## src/rtl/lm_sm_sequencer.sv

```systemverilog
// Decode-side micro-sequencer that expands LM/SM into one LW/SW micro-op per set list bit.
// Latency: 1 registered cycle for pass-through; an LM/SM retires in max(N,1) non-stalled cycles.
// Backpressure: stall freezes all state; fetch_hold holds IF-ID while later micro-ops are still pending.
//
// Ports:
//   clk, reset         - clock and synchronous active-high reset
//   instr_in, pc_in    - instruction and its PC from IF-ID; instr_valid marks a real instruction
//   stall, flush       - hazard hold (freeze) and squash (discard any expansion)
//   uop_instr/uop_pc   - registered micro-op (or pass-through instruction) and parent PC
//   uop_valid/first/last - qualifiers for uop_instr
//   fetch_hold         - combinational; keeps PC and IF-ID from advancing
//   busy               - sequencer is in the middle of an expansion
module lm_sm_sequencer #(
  parameter logic [3:0]  LM_OPCODE = 4'b0110,
  parameter logic [3:0]  SM_OPCODE = 4'b0111,
  parameter logic [3:0]  LW_OPCODE = 4'b0100,
  parameter logic [3:0]  SW_OPCODE = 4'b0101,
  parameter logic [15:0] NOP_INSTR = 16'hF000
) (
  input  logic        clk,
  input  logic        reset,
  input  logic [15:0] instr_in,
  input  logic [15:0] pc_in,
  input  logic        instr_valid,
  input  logic        stall,
  input  logic        flush,
  output logic [15:0] uop_instr,
  output logic [15:0] uop_pc,
  output logic        uop_valid,
  output logic        uop_first,
  output logic        uop_last,
  output logic        fetch_hold,
  output logic        busy
);

  typedef enum logic {IDLE, EXPAND} state_t;

  state_t      state_q, state_d;
  logic [7:0]  mask_q, mask_d;     // list bits not yet issued
  logic [7:0]  list_q, list_d;     // original list, needed for rank()
  logic [2:0]  base_q, base_d;
  logic        is_lm_q, is_lm_d;

  logic [15:0] uop_instr_d, uop_pc_d;
  logic        uop_valid_d, uop_first_d, uop_last_d;

  function automatic logic [3:0] popcnt8(input logic [7:0] v);
    logic [3:0] c;
    c = 4'd0;
    for (int i = 0; i < 8; i++) c = c + {3'd0, v[i]};
    return c;
  endfunction

  // Lowest remaining register, except that an LM's base register is held
  // back until it is the only one left so earlier loads see the old base.
  function automatic logic [2:0] pick(input logic [7:0] mask, input logic [2:0] base,
                                      input logic is_lm);
    logic [7:0] cand;
    logic [2:0] idx;
    cand = mask;
    if (is_lm && mask[base] && ((mask & ~(8'b1 << base)) != 8'd0))
      cand = mask & ~(8'b1 << base);
    idx = 3'd0;
    for (int i = 7; i >= 0; i--) if (cand[i]) idx = 3'(i);
    return idx;
  endfunction

  // Offset is the register's rank within the original list, so it does not
  // change when the base register is reordered to the end.
  function automatic logic [15:0] uop_word(input logic is_lm, input logic [2:0] idx,
                                           input logic [2:0] base, input logic [7:0] list);
    logic [2:0] rank;
    rank = 3'd0;
    for (int j = 0; j < 8; j++) if ((j < int'(idx)) && list[j]) rank = rank + 3'd1;
    return {(is_lm ? LW_OPCODE : SW_OPCODE), idx, base, 3'b000, rank};
  endfunction

  // Field decode of the incoming instruction.
  logic [3:0] in_op;
  logic [2:0] in_base;
  logic [7:0] in_list;
  logic       in_is_lm, in_is_ms;
  logic [3:0] in_n;

  assign in_op    = instr_in[15:12];
  assign in_base  = instr_in[11:9];
  assign in_list  = instr_in[7:0];
  assign in_is_lm = (in_op == LM_OPCODE);
  assign in_is_ms = in_is_lm || (in_op == SM_OPCODE);
  assign in_n     = popcnt8(in_list);

  // Source of the next micro-op: the live instruction in IDLE, captured copy in EXPAND.
  logic [7:0]  src_mask, src_list, rem_mask;
  logic [2:0]  src_base, sel_idx;
  logic        src_is_lm;
  logic [15:0] sel_word;

  always_comb begin
    src_mask  = in_list;
    src_list  = in_list;
    src_base  = in_base;
    src_is_lm = in_is_lm;
    if (state_q == EXPAND) begin
      src_mask  = mask_q;
      src_list  = list_q;
      src_base  = base_q;
      src_is_lm = is_lm_q;
    end
    sel_idx  = pick(src_mask, src_base, src_is_lm);
    sel_word = uop_word(src_is_lm, sel_idx, src_base, src_list);
    rem_mask = src_mask & ~(8'b1 << sel_idx);
  end

  always_comb begin
    state_d     = state_q;
    mask_d      = mask_q;
    list_d      = list_q;
    base_d      = base_q;
    is_lm_d     = is_lm_q;
    uop_instr_d = NOP_INSTR;
    uop_pc_d    = uop_pc;
    uop_valid_d = 1'b0;
    uop_first_d = 1'b0;
    uop_last_d  = 1'b0;
    case (state_q)
      IDLE: begin
        if (instr_valid) begin
          if (!in_is_ms) begin
            uop_instr_d = instr_in;
            uop_pc_d    = pc_in;
            uop_valid_d = 1'b1;
            uop_first_d = 1'b1;
            uop_last_d  = 1'b1;
          end else if (in_n != 4'd0) begin
            uop_instr_d = sel_word;
            uop_pc_d    = pc_in;
            uop_valid_d = 1'b1;
            uop_first_d = 1'b1;
            uop_last_d  = (rem_mask == 8'd0);
            if (rem_mask != 8'd0) begin
              state_d = EXPAND;
              mask_d  = rem_mask;
              list_d  = in_list;
              base_d  = in_base;
              is_lm_d = in_is_lm;
            end
          end
        end
      end
      EXPAND: begin
        uop_instr_d = sel_word;
        uop_valid_d = 1'b1;
        uop_last_d  = (rem_mask == 8'd0);
        mask_d      = rem_mask;
        if (rem_mask == 8'd0) state_d = IDLE;
      end
      default: state_d = IDLE;
    endcase
  end

  always_ff @(posedge clk) begin
    if (reset) begin
      state_q   <= IDLE;
      mask_q    <= 8'd0;
      list_q    <= 8'd0;
      base_q    <= 3'd0;
      is_lm_q   <= 1'b0;
      uop_instr <= NOP_INSTR;
      uop_pc    <= 16'd0;
      uop_valid <= 1'b0;
      uop_first <= 1'b0;
      uop_last  <= 1'b0;
    end else if (flush) begin
      state_q   <= IDLE;
      mask_q    <= 8'd0;
      uop_instr <= NOP_INSTR;
      uop_valid <= 1'b0;
    end else if (!stall) begin
      state_q   <= state_d;
      mask_q    <= mask_d;
      list_q    <= list_d;
      base_q    <= base_d;
      is_lm_q   <= is_lm_d;
      uop_instr <= uop_instr_d;
      uop_pc    <= uop_pc_d;
      uop_valid <= uop_valid_d;
      uop_first <= uop_first_d;
      uop_last  <= uop_last_d;
    end
  end

  // Hold IF-ID while at least one micro-op remains after the coming edge,
  // so it advances on exactly the edge that emits the final micro-op.
  always_comb begin
    fetch_hold = 1'b0;
    if (!reset) begin
      if (state_q == IDLE)
        fetch_hold = instr_valid && in_is_ms && (in_n >= 4'd2);
      else
        fetch_hold = (popcnt8(mask_q) >= 4'd2);
    end
  end

  assign busy = (state_q == EXPAND);

endmodule

```

## config.mk

```make
export PLATFORM = sky130hd
export DESIGN_NAME = lm_sm_sequencer
export DESIGN_NICKNAME = d
export VERILOG_FILES = /design/src/rtl/lm_sm_sequencer.sv
export SDC_FILE = /design/constraint.sdc
export NUM_CORES = 1
export LEC_CHECK = 0
export BUFFER_PORTS_ARGS = -buffer_cell sky130_fd_sc_hd__buf_2
export CORE_UTILIZATION = 40
export DETAILED_ROUTE_END_ITERATION = 10
export GPL_TIMING_DRIVEN = 0
export PLACE_DENSITY = 0.72
export SLEW_MARGIN = 10
export SYNTH_ARGS = -nofsm -noshare
export SYNTH_HDL_FRONTEND = slang
export SYNTH_SLANG_ARGS = --single-unit
```

## constraint.sdc

```tcl
create_clock -name clk -period 6 [get_ports clk]
set_input_delay 0.3 -clock clk [delete_from_list [all_inputs] [get_ports clk]]
set_output_delay 0.3 -clock clk [all_outputs]
set_load 0.03 [all_outputs]
```

==> summary.md, run 1 <==
| Metric | Value |
|---|---|
| Pins over their slew limit | 0 |
| Die Height | 107.4 µm |
| Crit-path max FO | 6 |
| First-pass GRT wire length | 22.78 mm |
| Worst slew pin tran | 0.6889 ns |
| # fillers | 1000 |
| Hold Buf Count CTS | 0 |
| Distinct cells, synth | 91 |
| CTS clk-pin slew, worst paths | 0.10 ns |
| Worst hold start | pc_in[3] |
| Detail Route Antenna Nets | 0 |
| Fmax | 171.0 MHz |
| Slowest stage delay, CP | 0.41 ns |
| Die X | 107.4 µm |
| Initial Utilization | 0.4097 |
| Worst setup margin | 0.1512 ns |
| Routability cong. | 0.9806 |
| Mapped Cells | 518 |
| CTS tree | yes |
| Synth top area cells | dfxtp_1, mux2i_1, nor2_1 |
| CTS Sinks | 55 |
| Critical setup path kind | reg2reg |
| Hold path depth | 3 |
| PD cells | 153.7 mW/mm² |
| Maxcap violations | 0 |
| Final #Nets | 692 |
| Core area | 0.01084 mm² |
| Area delta synth->final | 29.92% |
| Post-DR vias/cell | 6.071 |
| Post-DP HPWL | 10.75 mm |
| Largest net degree at the start of global routing | 18 |
| Crit Reg-Reg Endpoint | uop_instr[2] |
| Hold WS | 0.2124 ns |
| Avg Cell Area, Syn | 8.575 µm² |
| R2R depth | 29 |
| Post-synth EDFFs | 0 |
| Main flop type after synthesis | dfxtp_1 |
| Final Hold Viols | 0 |
| Status | completed |
| H-tree Lvls | 2 |
| IO Port Bufs | 71 |
| CTS Buffer Depth | 2 |
| #FFs+latches synth | 55 |
| Seq/Total Area, Yosys | 0.2479 |
| I/O pin count | 74 |
| Critical R2R Launch | busy |
| Post-Layout Inst Area | 0.005771 mm² |
| Peak supply drop | 0.1827 mV |
| R2R setup slack | 0.15 ns |
| TritonRoute pass-1 iters | 6 |
| Ys Warns | 0 |
| Starting DRT DRC Count | 356 |
| CP max stage cell | dfxtp_4 |
| CTS buffer count | 5 |
| Global route overflow | 0 |
| Routed wire length | 14.87 mm |
| Critical path arrival | 6.08 ns |
| Residual DRC | 0 |
| Period utilization | 0.9748 |
| Fin Clk Skew | 0.006049 ns |
| Worst hold path class | in2reg |
| Worst slack at placement | -0.8017 ns |
| Critical Path Sink Type | flop |
| Leading area contributor after synthesis | dfxtp_1 |
| Dpl cell area | 0.004986 mm² |
| Antenna Cells | 0 |
| Layout cells sized above 1 | 0.3354 |
| Hold Path End | uop_pc[3] |
| Skew-Pair Late Insertion Delay | 0.32 ns |
| Worst slew margin relative to its limit | 0.5316 |
| CTS root buf | clkbuf_8 |
| Crit path time final | 5.849 ns |
| GRT Total Usage | 0.2517 |
| Syn_nets | 576 |
| Vias | 4705 |
| Final setup viols | 0 |
| Netlist Area Pre-Place | 0.004442 mm² |
| Vias in the first global route | 4504 |
| Leak pwr | 2.245 nW |
| Overall Power | 887.0 µW |
| Routed length per placed instance | 19.18 µm |
| Die area | 0.01153 mm² |
| Crit path launch type | flop |
| Required time of the critical path | 6.23 ns |
| Initial antenna violation count | 0 |
| Rows | 38 |
| Yosys top cell area share | 0.2479 |
| Post-synth ARST share | 0 |
==> metal layers <==
metal  up-vias  track usage  routed length (µm)
met2       299       0.4037                6651
met1      2202       0.3237                6214
met5         -            0                   0
met4         0       0.1184                 571
li1       2149            -                   -
met3        55      0.04964                1431
==> critical path, delay by kind of cell, from the launching register on <==
family | cells | cell delay, ns
AOI/OAI and AO/OA | 7 | 1.60
xor gates and xnor gates | 4 | 0.69
adders and majority gates | 3 | 0.59
buffers and inverters | 5 | 0.84
DFF | 1 | 0.41
muxes | 1 | 0.24
and+or+nand+nor | 9 | 1.37
==> Yosys cell counts (4+ instances only) <==
master / n
buf_2: 6
nand2_1: 47
fa_1: 8
nor2b_1: 8
nor3_1: 15
a21oi_1: 33
clkbuf_1: 12
mux2_2: 9
nor4_1: 7
mux2i_4: 4
nor2_1: 59
nand2b_1: 4
xnor2_1: 6
ha_1: 13
o21ai_0: 21
a211oi_1: 6
a221oi_1: 5
a221o_1: 4
o31ai_1: 7
mux2i_1: 41
a31oi_1: 9
dfxtp_1: 55
inv_1: 25
nand3_1: 5
==> how the worst max path moves through the flow <==
| stage | endpoint | slack, ns | startpoint |
|---|---|---|---|
| final | uop_instr[2] | 0.15 | busy |
| after global routing | uop_instr[2] | -0.10 | busy |
| after CTS | uop_instr[2] | 0.001 | busy |
| after detailed placement | uop_instr[2] | -0.80 | busy |
| after global placement | uop_instr[2] | -0.70 | busy |
| after floorplan | uop_instr[2] | 0.06 | busy |
==> cells in the final DEF (no fill, tap or decap), types with 6 or more instances in the layout <==
| cell | instances |
|---|---|
| mux2_2 | 9 |
| nor4_1 | 7 |
| mux2i_1 | 37 |
| a21oi_1 | 31 |
| o31ai_1 | 6 |
| a31oi_1 | 8 |
| ha_1 | 11 |
| fa_1 | 8 |
| o21ai_0 | 18 |
| dfxtp_1 | 54 |
| nor2_1 | 58 |
| mux2i_4 | 9 |
| nor2b_1 | 6 |
| buf_6 | 7 |
| nand2_1 | 44 |
| buf_4 | 36 |
| clkbuf_1 | 11 |
| inv_1 | 23 |
| buf_2 | 75 |
| nor3_1 | 13 |
==> state kept, by name (all words and copies together) (netlist names) <==
signal and count:
uop_instr 16, uop_pc 16, mask_q 8, list_q 7, base_q 3, busy 1, is_lm_q 1, uop_first 1
uop_last 1, uop_valid 1
==> cells by family after synthesis <==
logic type	share of synthesized area
and+or+nand+nor	0.1989
xor gates and xnor gates	0.02451
AOI/OAI and AO/OA	0.2482
buffers and inverters	0.05775
muxes	0.1501
adders and majority gates	0.07268
DFF	0.2479
==> report_power, final <==
group          switching, mW  leakage [nW]  internal [mW]  total, mW
sequential           0.00558         0.447          0.373      0.379
clock                  0.128        0.0483         0.0826      0.210
combinational          0.178          1.75          0.120      0.298
total                  0.311          2.25          0.576      0.887
==> final cells by class <==
cell class,instances,area (µm²),share of cell area
plain buffers,28,209.0,0.03621
clock inverters,3,18.77,0.003252
well taps,140,175.2,0.03036
repair buffers,109,680.7,0.1180
inverters,25,93.84,0.01626
flip-flops and latches,55,1105,0.1915
multi-input cells,410,3420,0.5926
clock buffers,5,68.82,0.01193
==> what timing repair did <==
action | 4_1_cts | 5_1_grt
cloned | 1 | 2
endpoints found under the setup margin | 2 | 2
endpoints found under the hold margin | 0 | 0
pin swaps | 14 | 22
resized for setup | 29 | 46
setup buffers | 15 | 20
==> metrics by stage <==
step / utilization / cells / TNS (ns)
after global routing: 0.5323 / 775 / -0.1015
after CTS: 0.4939 / 753 / 0
after floorplan: - / 518 / 0
final: 0.5323 / 775 / 0
after detailed placement: 0.4599 / 729 / -1.104
after global placement: 0.4599 / 729 / -0.9518
No activity file was read; power rests on OpenSTA's default activity.
==> run 2: changes to the inputs <==
BUFFER_PORTS_ARGS = -buffer_cell sky130_fd_sc_hd__buf_4   (was -buffer_cell sky130_fd_sc_hd__buf_2)
==> summary.md, run 2 (synthesized netlist as in run 1, its figures left out) <==
| Metric | Value |
|---|---|
| Status | completed |
| Post-route core utilization | 0.5417 (+0.009349) |
| Crit-path max FO | 9 (+3) |
| Sw Pwr | 299.7 µW (-3.6%) |
| Period utilization | 0.9911 (+0.01626) |
| Most common cell after layout, fill and taps aside | buf_4 |
| PD cells | 149.7 mW/mm² (-2.6%) |
| CP max stage cell | a211o_4 |
| Post-Place Cells | 729 (unchanged) |
| Initial antenna violation count | 0 (unchanged) |
| CTS clk-pin slew, worst paths | 0.09 ns (about the same) |
| I/O pin count | 74 (unchanged) |
| Crit path launch type | flop |
| Initial Utilization | 0.4097 (unchanged) |
| Critical Path Sink Type | flop |
| Overall Power | 879.0 µW (-0.90%) |
| RSZ-0062 raised after global routing | yes |
| Dpl cell area | 0.005164 mm² (+3.6%) |
| Leak pwr | 2.278 nW (+1.5%) |
| Routability cong. | 0.9302 (-5.1%) |
| Critical R2R Launch | busy |
| Logic pwr share | 0.346 (+0.010) |
| Antenna Cells | 0 (unchanged) |
| Residual DRC | 0 (unchanged) |
| R2R depth | 28 (-3.4%) |
| R2R setup slack | 0.05 ns (-0.10 ns) |
| Critical setup path kind | reg2reg |
| Post-DP HPWL | 10.77 mm (+0.14%) |
| Setup crit start | busy |
| Vias | 4707 (+0.043%) |
| Peak supply drop | 0.1185 mV (-35%) |
| Maxcap violations | 0 (unchanged) |
| GRT Total Usage | 0.2621 (+0.01039) |
| Sw Ratio | 0.3409 (-0.009522) |
| Routed wire length | 15.26 mm (+2.6%) |
| CTS root buf | clkbuf_8 |
| CTS Buffer Depth | 2 (unchanged) |
| Worst Setup EP | uop_instr[2] |
| Worst hold start | pc_in[4] |
| Die X | 107.4 µm (unchanged) |
| CP most frequent cell | ha_1 |
| Worst slew margin relative to its limit | 0.5126 (-0.01908) |
| Starting DRT DRC Count | 331 (-7.0%) |
| Clk network pwr share | 0.222 (-0.015) |
| Fin cells | 774 (-0.13%) |
| Crit Reg-Reg Endpoint | uop_instr[2] |
| H-tree Lvls | 2 (unchanged) |
| CTS tree | yes |
| Required time of the critical path | 6.21 ns (-0.02 ns) |
| Top Registers | uop_instr (16), uop_pc (16), mask_q (8) |
| Skew-Pair Late Insertion Delay | 0.31 ns (about the same) |
| Vias in the first global route | 4562 (+1.3%) |
| Layout cells sized above 1 | 0.3233 (-0.01209) |
| Die Height | 107.4 µm (unchanged) |
| Hold Buf Count CTS | 0 (unchanged) |
| Area delta synth->final | 32.20% |
| Largest net degree at the start of global routing | 15 (-3) |
| Detail Route Antenna Nets | 0 (unchanged) |
| Crit path time final | 5.946 ns (+0.09758 ns) |
| Core area | 0.01084 mm² (unchanged) |
| Pins over their slew limit | 0 (unchanged) |
| IO Port Bufs | 71 (unchanged) |
| Critical path arrival | 6.16 ns (+0.08 ns) |
| Fmax | 168.2 MHz (-1.6%) |
| Reg power frac | 0.432 (+0.005) |
| Final setup viols | 0 (unchanged) |
| # fillers | 1008 (+0.80%) |
| Internal power | 579.3 µW (+0.55%) |
| CTS Sinks | 55 (unchanged) |
| Rows | 38 (unchanged) |
| Die area | 0.01153 mm² (unchanged) |
| Final Hold Viols | 0 (unchanged) |
| Worst slew pin tran | 0.7285 ns (+0.03955 ns) |
| Post-DR vias/cell | 6.081 (+0.17%) |
| Routed length per placed instance | 19.71 µm (+2.8%) |
| Commonest cells after routing, fill and taps aside | buf_4, nor2_1, dfxtp_1 |
| CTS buffer count | 5 (unchanged) |
| First-pass GRT wire length | 23.75 mm (+4.2%) |
| Global route overflow | 0 (unchanged) |
| Post-Layout Inst Area | 0.005872 mm² (+1.8%) |
| Slowest stage delay, CP | 0.40 ns (about the same) |
| Fin Clk Skew | 0.004981 ns (-0.001067 ns) |
| Worst hold path class | in2reg |
| TritonRoute pass-1 iters | 5 (-1) |
| Final #Nets | 693 (+0.14%) |
[run 2: power by group through the flow]
stage	clock (mW)	sequential, mW	combinational, mW
finish	0.195	0.379	0.304
global route	0.210	0.380	0.326
CTS	0.196	0.379	0.275
detailed placement	0	0.388	0.256
global placement	0	0.388	0.253
floorplan	0	0.403	0.158
[run 2: cell type report]
| type | count | area (µm²) | area share |
|---|---|---|---|
| buffer | 28 | 196.4 | 0.03345 |
| clock buffer | 6 | 72.57 | 0.01236 |
| inverter | 25 | 93.84 | 0.01598 |
| multi-input combinational | 410 | 3348 | 0.5702 |
| sequential | 55 | 1105 | 0.1882 |
| tap | 140 | 175.2 | 0.02983 |
| timing repair buffer | 110 | 880.8 | 0.1500 |
[run 2: repair_timing]
item	in CTS	in global routing
endpoints found under the hold margin	0	0
pin swaps	12	26
gates resized for setup	33	31
endpoints found under the setup margin	2	2
gates cloned	3	0
buffers inserted	19	17
[run 2: worst min path at each step]
stage | to | slack [ns] | depth (start not counted)
2_1_floorplan | uop_instr[14] | 0.44 | 2
3_3_place_gp | uop_instr[14] | 0.47 | 2
6_report | uop_pc[4] | 0.22 | 3
3_5_place_dp | uop_first | 0.47 | 2
4_1_cts | uop_pc[13] | 0.22 | 3
5_1_grt | uop_pc[3] | 0.23 | 3
[run 2: metal layers]
| layer | up-vias | GRT usage | share of wire |
|---|---|---|---|
| li1 | 2144 | - | - |
| met1 | 2249 | 0.3408 | 0.43 |
| met2 | 265 | 0.4498 | 0.46 |
| met3 | 49 | 0.03935 | 0.079 |
| met4 | 0 | 0.07143 | 0.030 |
| met5 | - | 0 | 0 |
[run 2: worst max-delay path, delay by kind of cell (launching register included)]
| kind | cells | cell delay, ns |
|---|---|---|
| AOI/OAI and AO/OA | 9 | 1.84 |
| xor gates and xnor gates | 4 | 0.67 |
| adders and majority gates | 4 | 1.05 |
| buffers and inverters | 3 | 0.62 |
| DFF | 1 | 0.38 |
| muxes | 1 | 0.37 |
| and+or+nand+nor | 7 | 0.90 |
[run 2: metrics by stage]
stage	setup WS, ns	TNS, ns	hold slack (ns)
after global routing	-0.2790	-0.2790	0.2341
final	0.05361	0	0.2234
after global placement	-0.8243	-1.195	0.4672
after detailed placement	-0.7640	-1.053	0.4747
after floorplan	0.05686	0	0.4381
after CTS	0.003802	0	0.2234
==> run 3: changes to the inputs <==
==> constraint.sdc (replaced) <==
create_clock -name clk -period 6 [get_ports clk]
set_input_delay 0.3 -clock clk [delete_from_list [all_inputs] [get_ports clk]]
set_output_delay 0.3 -clock clk [all_outputs]
set_load 0.05 [all_outputs]
==> summary.md, run 3 (synthesized netlist as in run 1, its figures left out) <==
| Metric | Value |
|---|---|
| Status | completed |
| Final Hold Viols | 0 (unchanged) |
| Required time of the critical path | 6.23 ns (+0.02 ns) |
| GRT Total Usage | 0.2619 (about the same) |
| CP max stage cell | dfxtp_4 |
| TritonRoute pass-1 iters | 6 (+1) |
| Layout cells sized above 1 | 0.3503 (+0.02696) |
| Worst path buffer plus inverter count | 6 (+3) |
| R2R depth | 29 (+3.6%) |
| PD cells | 155.0 mW/mm² (+3.6%) |
| Crit-path max FO | 9 (unchanged) |
| Routed wire length | 15.21 mm (-0.33%) |
| Rows | 38 (unchanged) |
| Sw Pwr | 333.6 µW (+11%) |
| Slowest stage delay, CP | 0.38 ns (-0.02 ns) |
| Global route overflow | 0 (unchanged) |
| Cell class contributing the biggest share of worst-path delay | compound AO/OA/AOI/OAI gates |
| Crit path launch type | flop |
| Skew-Pair Late Insertion Delay | 0.32 ns (about the same) |
| CTS root buf | clkbuf_8 |
| Post-route core utilization | 0.5599 (+0.01824) |
| Period utilization | 0.9864 (-0.004631) |
| Critical setup path kind | reg2reg |
| Worst setup margin | 0.08139 ns (+0.02778 ns) |
| I/O pin count | 74 (unchanged) |
| Crit path time final | 5.919 ns (-0.02778 ns) |
| Pins over their slew limit | 0 (unchanged) |
| # fillers | 963 (-4.5%) |
| First-pass GRT wire length | 23.54 mm (-0.87%) |
| Core area | 0.01084 mm² (unchanged) |
| Fin cells | 788 (+1.8%) |
| Die X | 107.4 µm (unchanged) |
| Final setup viols | 0 (unchanged) |
| CTS tree | yes |
| Die area | 0.01153 mm² (unchanged) |
| Most common cell after layout, fill and taps aside | buf_4 |
| Post-DP HPWL | 10.87 mm (+0.90%) |
| Initial antenna violation count | 0 (unchanged) |
| Post-Place Cells | 729 (unchanged) |
| Worst slack at placement | -0.6959 ns (+0.06813 ns) |
| Vias in the first global route | 4575 (+0.28%) |
| Clk network pwr share | 0.245 (+0.023) |
| Fin Clk Skew | 0.008395 ns (+0.003414 ns) |
| Vias | 4671 (-0.76%) |
| RSZ-0062 raised after global routing | yes |
| Worst hold path class | in2reg |
| CTS buffer count | 5 (unchanged) |
| Routability cong. | 0.8899 (-4.3%) |
| Top Registers | uop_instr (16), uop_pc (16), mask_q (8) |
| Commonest cells after routing, fill and taps aside | buf_4, nor2_1, dfxtp_1 |
| Residual DRC | 0 (unchanged) |
| Detail Route Antenna Nets | 0 (unchanged) |
| Die Height | 107.4 µm (unchanged) |
| Post-Layout Inst Area | 0.006070 mm² (+3.4%) |
| Hold Buf Count CTS | 0 (unchanged) |
| Worst slew margin relative to its limit | 0.5512 (+0.03864) |
| Internal power | 607.2 µW (+4.8%) |
| Fmax | 169.0 MHz (+0.47%) |
| CTS Sinks | 55 (unchanged) |
| Hold path depth | 3 (unchanged) |
| Sw Ratio | 0.3546 (+0.01369) |
| Leak pwr | 2.358 nW (+3.5%) |
| Antenna Cells | 0 (unchanged) |
| H-tree Lvls | 2 (unchanged) |
| Dpl cell area | 0.005160 mm² (about the same) |
| IO Port Bufs | 71 (unchanged) |
| Logic pwr share | 0.352 (+0.006) |
| Peak supply drop | 0.1491 mV (+26%) |
| Largest net degree at the start of global routing | 19 (+4) |
| CTS Buffer Depth | 2 (unchanged) |
| Critical path depth | 29 (+3.6%) |
| Starting DRT DRC Count | 303 (-8.5%) |
| Critical Path Sink Type | flop |
| Maxcap violations | 0 (unchanged) |
| Routed length per placed instance | 19.30 µm (-2.1%) |
| Area delta synth->final | 36.65% |
| Initial Utilization | 0.4097 (unchanged) |
| Final #Nets | 705 (+1.7%) |
| Critical path arrival | 6.15 ns (about the same) |
| Reg power frac | 0.403 (-0.029) |
| Post-DR vias/cell | 5.928 (-2.5%) |
| Worst slew pin tran | 0.6602 ns (-0.06832 ns) |
| CTS clk-pin slew, worst paths | 0.11 ns (+0.02 ns) |
==> run 3: path summary, 6_finish.rpt <==
kind	start	endpoint	slack (ns)
worst max-delay path	busy	uop_instr[2]	0.08
worst min-delay path	pc_in[8]	uop_pc[8]	0.21
worst max register to register	busy	uop_instr[2]	0.08
worst min register to register	uop_first	uop_first	0.50
==> run 3: repair_timing <==
action | in CTS | in global routing
pin swaps | 12 | 33
hold endpoints to repair | 0 | 0
buffers inserted | 19 | 30
gates cloned | 1 | 1
endpoints found under the setup margin | 2 | 2
resized for setup | 30 | 44
==> run 3: metal layers <==
layer,routed length [µm],share of wire,track usage,vias up
met5,0,0,0,-
met4,423,0.028,0.09393,0
li1,-,-,-,2174
met3,1278,0.084,0.04722,37
met1,6417,0.42,0.3308,2197
met2,7089,0.47,0.4447,263
==> run 3: worst register-to-register path, delay by kind of cell (launching register included) <==
family                   cells  cell delay [ns]
AO/OA/AOI/OAI                7             1.63
XOR/XNOR                     5             0.78
adder cells (fa/ha/maj)      3             0.82
buffers and inverters        6             0.76
flip-flops                   1             0.38
multiplexers                 1             0.36
AND/OR/NAND/NOR              7             1.11
==> run 3: area by class of cell <==
cell class | count | area, µm² | area share
Buffer | 28 | 192.7 | 0.03175
Timing Repair Buffer | 122 | 962.2 | 0.1585
Clock inverter | 2 | 20.02 | 0.003298
Clock buffer | 6 | 82.58 | 0.01361
Tap cell | 140 | 175.2 | 0.02886
Sequential cell | 55 | 1105 | 0.1820
Inverter | 25 | 98.84 | 0.01629
Multi-Input combinational cell | 410 | 3433 | 0.5657
==> run 3: through the flow <==
step | TNS (ns) | total power, mW | hold WS, ns
after floorplan | 0 | 0.5720 | 0.4381
after global placement | -0.9601 | 0.6540 | 0.4677
after detailed placement | -0.9327 | 0.6582 | 0.4734
after CTS | 0 | 0.9015 | 0.2039
after global routing | -0.2727 | 0.9770 | 0.2159
final | 0 | 0.9408 | 0.2085
==> run 3: power groups by stage <==
| stage | Sequential [mW] | Combinational (mW) | Clock (mW) |
|---|---|---|---|
| finish | 0.379 | 0.331 | 0.230 |
| detailed placement | 0.388 | 0.271 | 0 |
| global placement | 0.388 | 0.266 | 0 |
| floorplan | 0.415 | 0.157 | 0 |
| CTS | 0.380 | 0.288 | 0.234 |
| global route | 0.381 | 0.354 | 0.242 |
